--- src/rtl/arm_mem_pkg.sv ---
// Shared memory-map constants, flash range helper and fetch FSM encoding.
package arm_mem_pkg;

    localparam logic [31:0] ROM_BASE    = 32'h0800_0000;
    localparam logic [31:0] ROM_LAST    = 32'h080F_FFFF;
    localparam logic [11:0] ROM_BASE_HI = ROM_BASE[31:20];

    // True when a byte address falls inside the on-chip flash window.
    function automatic logic in_rom(input logic [31:0] addr);
        return (addr >= ROM_BASE) && (addr <= ROM_LAST);
    endfunction

    typedef enum logic [0:0] {
        StFetch,
        StFault
    } fetch_state_e;

endpackage

--- src/rtl/fetch_queue.sv ---
// Small synchronous FIFO holding prefetched {instruction, pc} entries.
// Flush beats push; head reads as zero while the queue is empty.
module fetch_queue #(
    parameter int unsigned WIDTH = 64,
    parameter int unsigned DEPTH = 2
) (
    input  logic                       clock,
    input  logic                       reset,
    input  logic                       push,
    input  logic [WIDTH-1:0]           push_data,
    input  logic                       pop,
    input  logic                       flush,
    output logic [$clog2(DEPTH+1)-1:0] count,
    output logic [WIDTH-1:0]           head
);

    localparam int unsigned CNT_W = $clog2(DEPTH + 1);
    localparam int unsigned PTR_W = (DEPTH > 1) ? $clog2(DEPTH) : 1;

    logic [WIDTH-1:0] mem [DEPTH];
    logic [PTR_W-1:0] rd_ptr_q, wr_ptr_q;
    logic [CNT_W-1:0] count_q;
    logic             do_push, do_pop;

    function automatic logic [PTR_W-1:0] ptr_next(input logic [PTR_W-1:0] ptr);
        return (ptr == PTR_W'(DEPTH - 1)) ? '0 : ptr + PTR_W'(1);
    endfunction

    // Guard against popping empty or pushing into a queue with no room left.
    always_comb begin
        do_pop  = pop && (count_q != '0);
        do_push = push && ((count_q != CNT_W'(DEPTH)) || do_pop);
    end

    // Pointer and occupancy tracking; flush empties the queue in one cycle.
    always_ff @(posedge clock) begin
        if (reset || flush) begin
            rd_ptr_q <= '0;
            wr_ptr_q <= '0;
            count_q  <= '0;
        end else begin
            if (do_push) wr_ptr_q <= ptr_next(wr_ptr_q);
            if (do_pop)  rd_ptr_q <= ptr_next(rd_ptr_q);
            count_q <= count_q + CNT_W'(do_push) - CNT_W'(do_pop);
        end
    end

    // Storage needs no reset; occupancy decides what is visible.
    always_ff @(posedge clock) begin
        if (do_push && !flush) mem[wr_ptr_q] <= push_data;
    end

    // Head output, forced to zero when nothing is queued.
    always_comb begin
        count = count_q;
        head  = (count_q != '0) ? mem[rd_ptr_q] : '0;
    end

endmodule

--- src/rtl/instr_fetch.sv ---
// Instruction fetch stage: PC, one-word-per-cycle flash reads, prefetch queue,
// valid/ready delivery to decode, redirect with epoch-based response squashing.
module instr_fetch #(
    parameter logic [31:0] RESET_PC    = 32'h0800_0000,
    parameter logic [11:0] ROM_BASE_HI = 12'h080,
    parameter int unsigned QUEUE_DEPTH = 2
) (
    input  logic        clock,
    input  logic        reset,
    output logic [31:0] rom_address,
    output logic        rom_write_enable,
    output logic [31:0] rom_data_in,
    input  logic [31:0] rom_data_out,
    input  logic        redirect_valid,
    input  logic [31:0] redirect_pc,
    output logic        instr_valid,
    input  logic        instr_ready,
    output logic [31:0] instr_data,
    output logic [31:0] instr_pc,
    output logic        fetch_fault
);

    import arm_mem_pkg::*;

    localparam int unsigned CNT_W = $clog2(QUEUE_DEPTH + 1);

    fetch_state_e     state_q, state_d;
    logic [31:0]      pc_q, req_pc_q;
    logic             epoch_q, req_epoch_q, inflight_q;
    logic [CNT_W-1:0] q_count;
    logic [63:0]      q_head;
    logic [CNT_W:0]   occupancy;
    logic             pop, issue, resp_push, pc_bad, has_credit;

    // Credit check: entries that will be held after this cycle's pop, plus the outstanding read.
    always_comb begin
        pop        = instr_valid && instr_ready;
        occupancy  = {1'b0, q_count} - (CNT_W + 1)'(pop) + (CNT_W + 1)'(inflight_q);
        has_credit = occupancy < (CNT_W + 1)'(QUEUE_DEPTH);
        pc_bad     = (pc_q[31:20] != ROM_BASE_HI) || (pc_q[1:0] != 2'b00);
        resp_push  = inflight_q && (req_epoch_q == epoch_q);
    end

    // FSM next state and issue decision; redirect always returns to fetching.
    always_comb begin
        state_d = state_q;
        issue   = 1'b0;
        case (state_q)
            StFetch: begin
                if (pc_bad) begin
                    state_d = StFault;
                end else if (has_credit) begin
                    issue = 1'b1;
                end
            end
            StFault: state_d = StFault;
            default: state_d = StFetch;
        endcase
        if (redirect_valid) state_d = StFetch;
    end

    // PC, epoch and in-flight request bookkeeping.
    always_ff @(posedge clock) begin
        if (reset) begin
            state_q     <= StFetch;
            pc_q        <= RESET_PC;
            epoch_q     <= 1'b0;
            inflight_q  <= 1'b0;
            req_pc_q    <= '0;
            req_epoch_q <= 1'b0;
        end else begin
            state_q    <= state_d;
            inflight_q <= issue;
            if (issue) begin
                req_pc_q    <= pc_q;
                req_epoch_q <= epoch_q;
            end
            // A request issued alongside a redirect carries the old epoch and is dropped.
            if (redirect_valid) begin
                pc_q    <= redirect_pc;
                epoch_q <= ~epoch_q;
            end else if (issue) begin
                pc_q <= pc_q + 32'd4;
            end
        end
    end

    fetch_queue #(
        .WIDTH (64),
        .DEPTH (QUEUE_DEPTH)
    ) u_queue (
        .clock     (clock),
        .reset     (reset),
        .push      (resp_push),
        .push_data ({rom_data_out, req_pc_q}),
        .pop       (pop),
        .flush     (redirect_valid),
        .count     (q_count),
        .head      (q_head)
    );

    // Flash port and decode-side outputs.
    always_comb begin
        rom_address      = {ROM_BASE_HI, 2'b00, pc_q[19:2]};
        rom_write_enable = 1'b0;
        rom_data_in      = '0;
        instr_valid      = (q_count != '0);
        instr_data       = q_head[63:32];
        instr_pc         = q_head[31:0];
        fetch_fault      = (state_q == StFault);
    end

endmodule

--- config.mk ---
export PLATFORM = sky130hd
export DESIGN_NAME = instr_fetch
export DESIGN_NICKNAME = d
export VERILOG_FILES = /design/src/rtl/arm_mem_pkg.sv /design/src/rtl/fetch_queue.sv /design/src/rtl/instr_fetch.sv
export SDC_FILE = /design/constraint.sdc
export NUM_CORES = 1
export LEC_CHECK = 0
export CORE_ASPECT_RATIO = 1.75
export CORE_MARGIN = 3
export CORE_UTILIZATION = 45
export CTS_CLUSTER_SIZE = 14
export DETAILED_ROUTE_END_ITERATION = 12
export PLACE_DENSITY_LB_ADDON = 0.25
export SKIP_CTS_REPAIR_TIMING = 1
export SLEW_MARGIN = 20
export SYNTH_ARGS = -nofsm -noshare
export SYNTH_HDL_FRONTEND = slang
export SYNTH_HIERARCHICAL = 1
export SYNTH_SLANG_ARGS = --single-unit
--- constraint.sdc ---
create_clock -name clock -period 11.65 [get_ports clock]
set_input_delay 3.495 -clock clock [delete_from_list [all_inputs] [get_ports clock]]
set_output_delay 3.495 -clock clock [all_outputs]
set_load 0.05 [all_outputs]
==> results of run 1 <==
## power by group through the flow
stage	Combinational, mW	Clock, mW	Sequential [mW]
global route	0.140	0.602	0.780
CTS	0.133	0.573	0.778
detailed placement	0.132	0	0.794
global placement	0.130	0	0.793
floorplan	0.107	0	0.791
finish	0.133	0.554	0.779
## synth_stat cells (5+ instances only)
| master | n |
|---|---|
| a21oi_1 | 20 |
| a311oi_1 | 13 |
| and2_1 | 19 |
| and3_1 | 8 |
| buf_2 | 13 |
| buf_4 | 72 |
| clkbuf_1 | 22 |
| dfxtp_1 | 73 |
| edfxtp_1 | 128 |
| inv_1 | 11 |
| mux2i_1 | 78 |
| nand2_1 | 9 |
| nand3_1 | 30 |
| nand4_1 | 11 |
| nor2_1 | 94 |
| nor2b_1 | 5 |
| nor3_1 | 12 |
| nor4_1 | 6 |
| o21ai_0 | 26 |
| xnor2_1 | 5 |
## metal layers
| metal | up-vias | global-route usage [%] |
|---|---|---|
| met1 | 2611 | 18.2 |
| met5 | - | 0 |
| li1 | 2684 | - |
| met4 | 0 | 5.93 |
| met3 | 31 | 2.54 |
| met2 | 211 | 30.0 |
## cells in the final DEF (no fill, tap or decap), types with 13 or more instances in the layout
cell type / netlist / layout
conb_1: 2 / 47
o21ai_0: 26 / 26
a21oi_1: 20 / 20
and2_1: 19 / 19
clkbuf_16: 0 / 19
nand3_1: 30 / 30
a311oi_1: 13 / 13
clkdlybuf4s50_1: 0 / 149
nor2_1: 94 / 94
mux2i_1: 78 / 78
edfxtp_1: 128 / 128
dfxtp_1: 73 / 72
## kinds of logic (layout without fill, tap and decap cells)
logic type	after synthesis	in the layout	share of synthesized area, %
AND/OR/NAND/NOR	215	215	12.7
other	2	47	0.0874
adder cells (fa/ha/maj)	5	5	0.815
XOR/XNOR	6	6	0.612
buffers and inverters	119	204	8.53
AO/OA/AOI/OAI	81	81	6.41
flip-flops	201	201	61.7
multiplexers	78	78	9.09
## through the flow
stage | total power [mW] | cells
CTS | 1.48 | 1074
floorplan | 0.897 | 752
finish | 1.46 | 1075
global route | 1.52 | 1075
global placement | 0.923 | 1040
detailed placement | 0.926 | 1040
## flip-flops by register name (all words and copies together) (netlist names), named ones only
name,flops
epoch_q,1
fetch_fault,1
inflight_q,1
pc_q,32
req_epoch_q,1
req_pc_q,32
u_queue/count,2
u_queue/mem,128
u_queue/rd_ptr_q,1
u_queue/wr_ptr_q,1
## layout make-up
| type | count | area, um^2 |
|---|---|---|
| Fill cell | 1618 | 8140 |
| Sequential cell | 201 | 5310 |
| Multi-Input combinational cell | 432 | 2740 |
| Timing Repair Buffer | 159 | 1580 |
| Clock buffer | 27 | 517 |
| Tap cell | 238 | 298 |
| Inverter | 11 | 41.3 |
| Clock inverter | 7 | 40.0 |
## worst max path at each step
stage	start	slack, ns	to
after detailed placement	instr_ready	4.70	req_pc_q[29]$_SDFFE_PP0P_
after floorplan	instr_ready	2.60	u_queue/mem[1][0]$_DFFE_PP_
after global routing	instr_ready	5.03	req_pc_q[0]$_SDFFE_PP0P_
after CTS	instr_ready	5.22	req_pc_q[29]$_SDFFE_PP0P_
after global placement	instr_ready	4.80	req_pc_q[1]$_SDFFE_PP0P_
final	instr_ready	5.23	req_pc_q[29]$_SDFFE_PP0P_
==> flow_summary_export.csv, run 1 <==
group,metric,value,unit
placement,pre_cts_slack,4.70,ns
placement,routabilityCongestion,0.807,
sta,rsz0062_at_grt,"no",
critical_path,worstSetupEndpointType,"register",
sta,worst_slack,5.23,ns
cts,numCtsBuffers,19,
floorplan,fp.dieH,189,um
placement,post_dp_cell_area,9940,um^2
power,p_comb_share,9.0,%
global_routing,grt_start_max_net_pins,65,
cts,clk_path_buf_depth,3,
final_layout,postLayoutCellArea,10500,um^2
critical_path,worstPathMaxFanout,30,
critical_path,arrival,6.78,ns
sta,final.setup.tns,0,ns
critical_path,cp-start-kind,"input pin",
global_routing,grt_pass1_vias,5591,
cts,clk_pin_slew,0.06,ns
run_status,outcome,"finished clean",
critical_path,critPathBufInv,1,
floorplan,start_util,46.0,%
logic_synthesis,synth-async-reset-ratio,0,%
global_routing,gr-total-overflow,0,
sta,worst_pin_slew,0.971,ns
sta,final-setup-viol-count,0,
final_layout,diodes,0,
critical_path,cp_top_family,"simple AND/OR/NAND/NOR gates",
critical_path,worstReg2RegStart,"u_queue/count[0]$_SDFF_PP0_",
sta,fin_skew,0.0185,ns
route,dr.max_layer_used,"met4",
global_routing,grt_pass1_wl,27900,um
sta,final_max_slew_viol_count,0,
logic_synthesis,yosys.area.top_type,"edfxtp_1",
critical_path,crit_type,"input pin to register",
global_routing,antenna_found_initial,0,
min_path,min-delay-start,"req_pc_q[26]$_SDFFE_PP0P_",
min_path,holdCritPathClass,"register to register",
floorplan,rows,66,
sta,hold_violations,0,
sta,slew_headroom,35.3,%
job,maxCapViolCount,0,
route,wl_per_cell,16.3,um
route,wl_met2,9390,um
logic_synthesis,synth_area_leaders,"edfxtp_1 45%, dfxtp_1 17%, mux2i_1 9.1%, buf_4 6.3%, nor2_1 4.1%",
critical_path,r2r.worst_path.cells,9,
power,power_switching,345,uW
critical_path,crit_required,12.02,ns
logic_synthesis,post_synth.cell_area_avg,12.2,um^2
critical_path,cp_common_cell,"and2_1",
logic_synthesis,synth.distinct_cells,50,
power,power.density,139,nW/um^2
cts,clock_latency,0.48,ns
power,vdd_drop_max,0.107,mV
sta,min_period_over_period,55.1,%
placement,io_buffer_count,151,
logic_synthesis,synth_area,8590,um^2
route,drt-initial-drc-count,259,
logic_synthesis,syn_inst,707,
route,met1Wirelength,6590,um
route,wl_met3,1070,um
cts,clkSinkCount,201,
logic_synthesis,ys_ff_latch,201,
logic_synthesis,synth-edff-count,128,
final_layout,area_growth,22.5,%
placement,hpwlAfterDp,11800,um
logic_synthesis,yosysWarnings,6,
power,p_sw_share,23.5,%
sta,period_needed,6.42,ns
floorplan,fp.coreArea,18700,um^2
min_path,hold_end,"u_queue/mem[1][26]$_DFFE_PP_",
cts,htreeDepth,1,
floorplan,die_x,110,um
critical_path,ff2ff_setup_slack,7.96,ns
power,leakage,3.50,nW
route,routed_wl,17600,um
route,num_vias,5537,
logic_synthesis,yosys_most_used_dff,"edfxtp_1",
critical_path,r2r-end,"req_pc_q[29]$_SDFFE_PP0P_",
route,drc_errors,0,
route,viasPerCell,5.15,
cts,cts_tree,"yes",
global_routing,grt_use_total,16.0,%
power,seqPwrFrac,53.2,%
floorplan,io_pins,199,
critical_path,cp_cell_sequence,"clkdlybuf4s50_1 -> and2_1 -> ha_1 -> nand2b_1 -> fa_1 -> xnor2_1 -> and2_1 -> a21oi_1 -> and2_1",
logic_synthesis,synth_top_area_share,44.7,%
floorplan,die-area,20900,um^2
critical_path,cpPeakStageDelay,0.82,ns
min_path,hold-path-cell-count,0,
critical_path,cp.depth,9,
critical_path,critPathSlowestCell,"and2_1",
route,drtPass1Iterations,5,
final_layout,utilization,56.4,%
logic_synthesis,synth_seq_area_share,61.7,%
sta,holdWs,0.445,ns
power,clkPwrFrac,37.8,%
power,intPower,1.12,mW
final_layout,final_nets,897,
route,ant_nets,0,
cts,cts_root_buf,"clkbuf_16",
sta,fmax,156,MHz
final_layout,drive_gt1_share,5.73,%
Power figures use the tool's default switching activity.
==> inputs of run 2 (changes only) <==
==> constraint.sdc (replaced) <==
create_clock -name clock -period 6.6 [get_ports clock]
set_input_delay 1.98 -clock clock [delete_from_list [all_inputs] [get_ports clock]]
set_output_delay 1.98 -clock clock [all_outputs]
set_load 0.05 [all_outputs]
==> run 2 against run 1 <==
Critical path type is now register to output pin. Count of clock-buffer cells in the layout grew 2. Setup slack lost 3.4 ns. Hold slack gained 0.0062 ns. Largest cell class unchanged. Cell area grew 0.36%. Power grew 78%.
==> flow_summary_export.csv, run 2 (synthesis gave the netlist of run 1 again) <==
group,metric,value,unit
sta,fmax,211,MHz
final_layout,top_register,"u_queue/mem",
final_layout,area_growth,22.9,%
critical_path,cp-start-kind,"register",
route,wl_per_cell,16.2,um
min_path,hold-path-cell-count,0,
critical_path,worstReg2RegStart,"u_queue/count[0]$_SDFF_PP0_",
sta,final_max_slew_viol_count,0,
critical_path,ff2ff_setup_slack,3.11,ns
sta,worst_slack,1.86,ns
global_routing,grt_start_max_net_pins,65,
sta,final.setup.tns,0,ns
power,leakage,3.52,nW
final_layout,largest_reg_flops,128,
floorplan,fp.dieH,189,um
floorplan,die_x,110,um
sta,hold_violations,0,
cts,clk_pin_slew,0.06,ns
global_routing,use_met2,30.0,%
placement,hpwlAfterDp,12000,um
cts,cts_root_buf,"clkbuf_16",
final_layout,diodes,0,
floorplan,start_util,46.0,%
critical_path,crit_type,"register to output pin",
final_layout,layout_commonest_cell,"clkdlybuf4s50_1",
sta,period_needed,4.74,ns
cts,cts_tree,"yes",
job,maxCapViolCount,0,
final_layout,final_nets,898,
global_routing,grt.met3_usage,2.44,%
sta,slew_headroom,43.1,%
critical_path,startpoint,"u_queue/count[0]$_SDFF_PP0_",
critical_path,worstPathMaxFanout,38,
critical_path,worstSetupEndpointType,"output pin",
route,drt-initial-drc-count,275,
run_status,outcome,"finished clean",
cts,clock_latency,0.47,ns
power,vdd_drop_max,0.176,mV
global_routing,met1_usage,18.9,%
sta,final-setup-viol-count,0,
global_routing,antenna_found_initial,0,
final_layout,mostFrequentLayoutCells,"149 x clkdlybuf4s50_1, 128 x edfxtp_1, 94 x nor2_1",
final_layout,seqCellArea,5310,um^2
cts,clk_path_buf_depth,3,
floorplan,fp.coreArea,18700,um^2
power,power.density,247,nW/um^2
global_routing,grt_pass1_wl,28100,um
final_layout,multi_input_area,2750,um^2
final_layout,drive_gt1_share,5.73,%
floorplan,rows,66,
global_routing,grt_use_total,16.2,%
floorplan,die-area,20900,um^2
route,ant_nets,0,
critical_path,r2r.worst_path.cells,9,
sta,rsz0062_at_grt,"no",
critical_path,crit_path_end,"instr_pc[1]",
cts,htreeDepth,1,
route,routed_wl,17500,um
final_layout,fillCellCount,1635,
route,drc_errors,0,
placement,routabilityCongestion,0.789,
final_layout,reg.largest.list,"u_queue/mem: 128 flops, pc_q: 32 flops, req_pc_q: 32 flops",
sta,fin_skew,0.00741,ns
critical_path,arrival,2.76,ns
placement,pre_cts_slack,1.42,ns
global_routing,busiest_layer,"met2",
final_layout,fin_cells,1076,
cts,numCtsBuffers,19,
critical_path,crit_required,4.62,ns
placement,dp_cells,1041,
min_path,holdCritPathClass,"register to register",
placement,io_buffer_count,151,
cts,clkSinkCount,201,
floorplan,io_pins,199,
global_routing,grt_pass1_vias,5534,
global_routing,gr-total-overflow,0,
route,num_vias,5539,
sta,min_period_over_period,71.9,%
route,drtPass1Iterations,5,
route,viasPerCell,5.15,
sta,worst_pin_slew,0.853,ns
critical_path,r2r-end,"req_pc_q[30]$_SDFFE_PP0P_",
## run 2: power breakdown
group          switching [mW]  leakage (nW)  internal (mW)  total (mW)
clock                   0.426         0.282          0.570       0.996
combinational           0.156          1.50         0.0784       0.234
sequential             0.0240          1.74           1.35        1.37
total                   0.606          3.52           2.00        2.60
## run 2: how the worst min path moves through the flow
stage	startpoint	end	slack (ns)
floorplan	req_pc_q[0]$_SDFFE_PP0P_	u_queue/mem[0][0]$_DFFE_PP_	0.42
global placement	req_pc_q[13]$_SDFFE_PP0P_	u_queue/mem[0][13]$_DFFE_PP_	0.43
detailed placement	req_pc_q[10]$_SDFFE_PP0P_	u_queue/mem[1][10]$_DFFE_PP_	0.44
CTS	req_pc_q[10]$_SDFFE_PP0P_	u_queue/mem[0][10]$_DFFE_PP_	0.45
global route	req_pc_q[9]$_SDFFE_PP0P_	u_queue/mem[1][9]$_DFFE_PP_	0.46
finish	req_pc_q[15]$_SDFFE_PP0P_	u_queue/mem[0][15]$_DFFE_PP_	0.45
## run 2: critical path: stages, from the launching register on
cell	delay, ns
dfxtp_1	0.40
nor2_4	0.55
buf_4	0.47
nor2_1	0.14
clkdlybuf4s50_1	0.72
## run 2: cell type report
cell class | instances | area share (%)
repair buffers | 160 | 15.0
well taps | 238 | 2.82
multi-input cells | 432 | 26.0
clock buffers | 29 | 5.14
clock inverters | 5 | 0.296
inverters | 11 | 0.391
flip-flops and latches | 201 | 50.3
## run 2: stage by stage
step | total power [mW] | area, um^2 | hold slack (ns) | utilization (%)
6_report | 2.60 | 10600 | 0.451 | 56.6
4_1_cts | 2.64 | 10500 | 0.452 | 56.4
2_1_floorplan | 1.58 | 8770 | 0.417 | -
5_1_grt | 2.71 | 10600 | 0.460 | 56.6
3_5_place_dp | 1.64 | 9960 | 0.438 | 53.4
3_3_place_gp | 1.63 | 9960 | 0.428 | 53.4
## run 2: layer usage
layer / routed length [um] / vias to the layer above / part of all wire (%)
li1: - / 2691 / -
met3: 947 / 34 / 5.4
met2: 9340 / 209 / 53
met5: 0 / - / 0
met1: 6770 / 2605 / 39
met4: 422 / 0 / 2.4
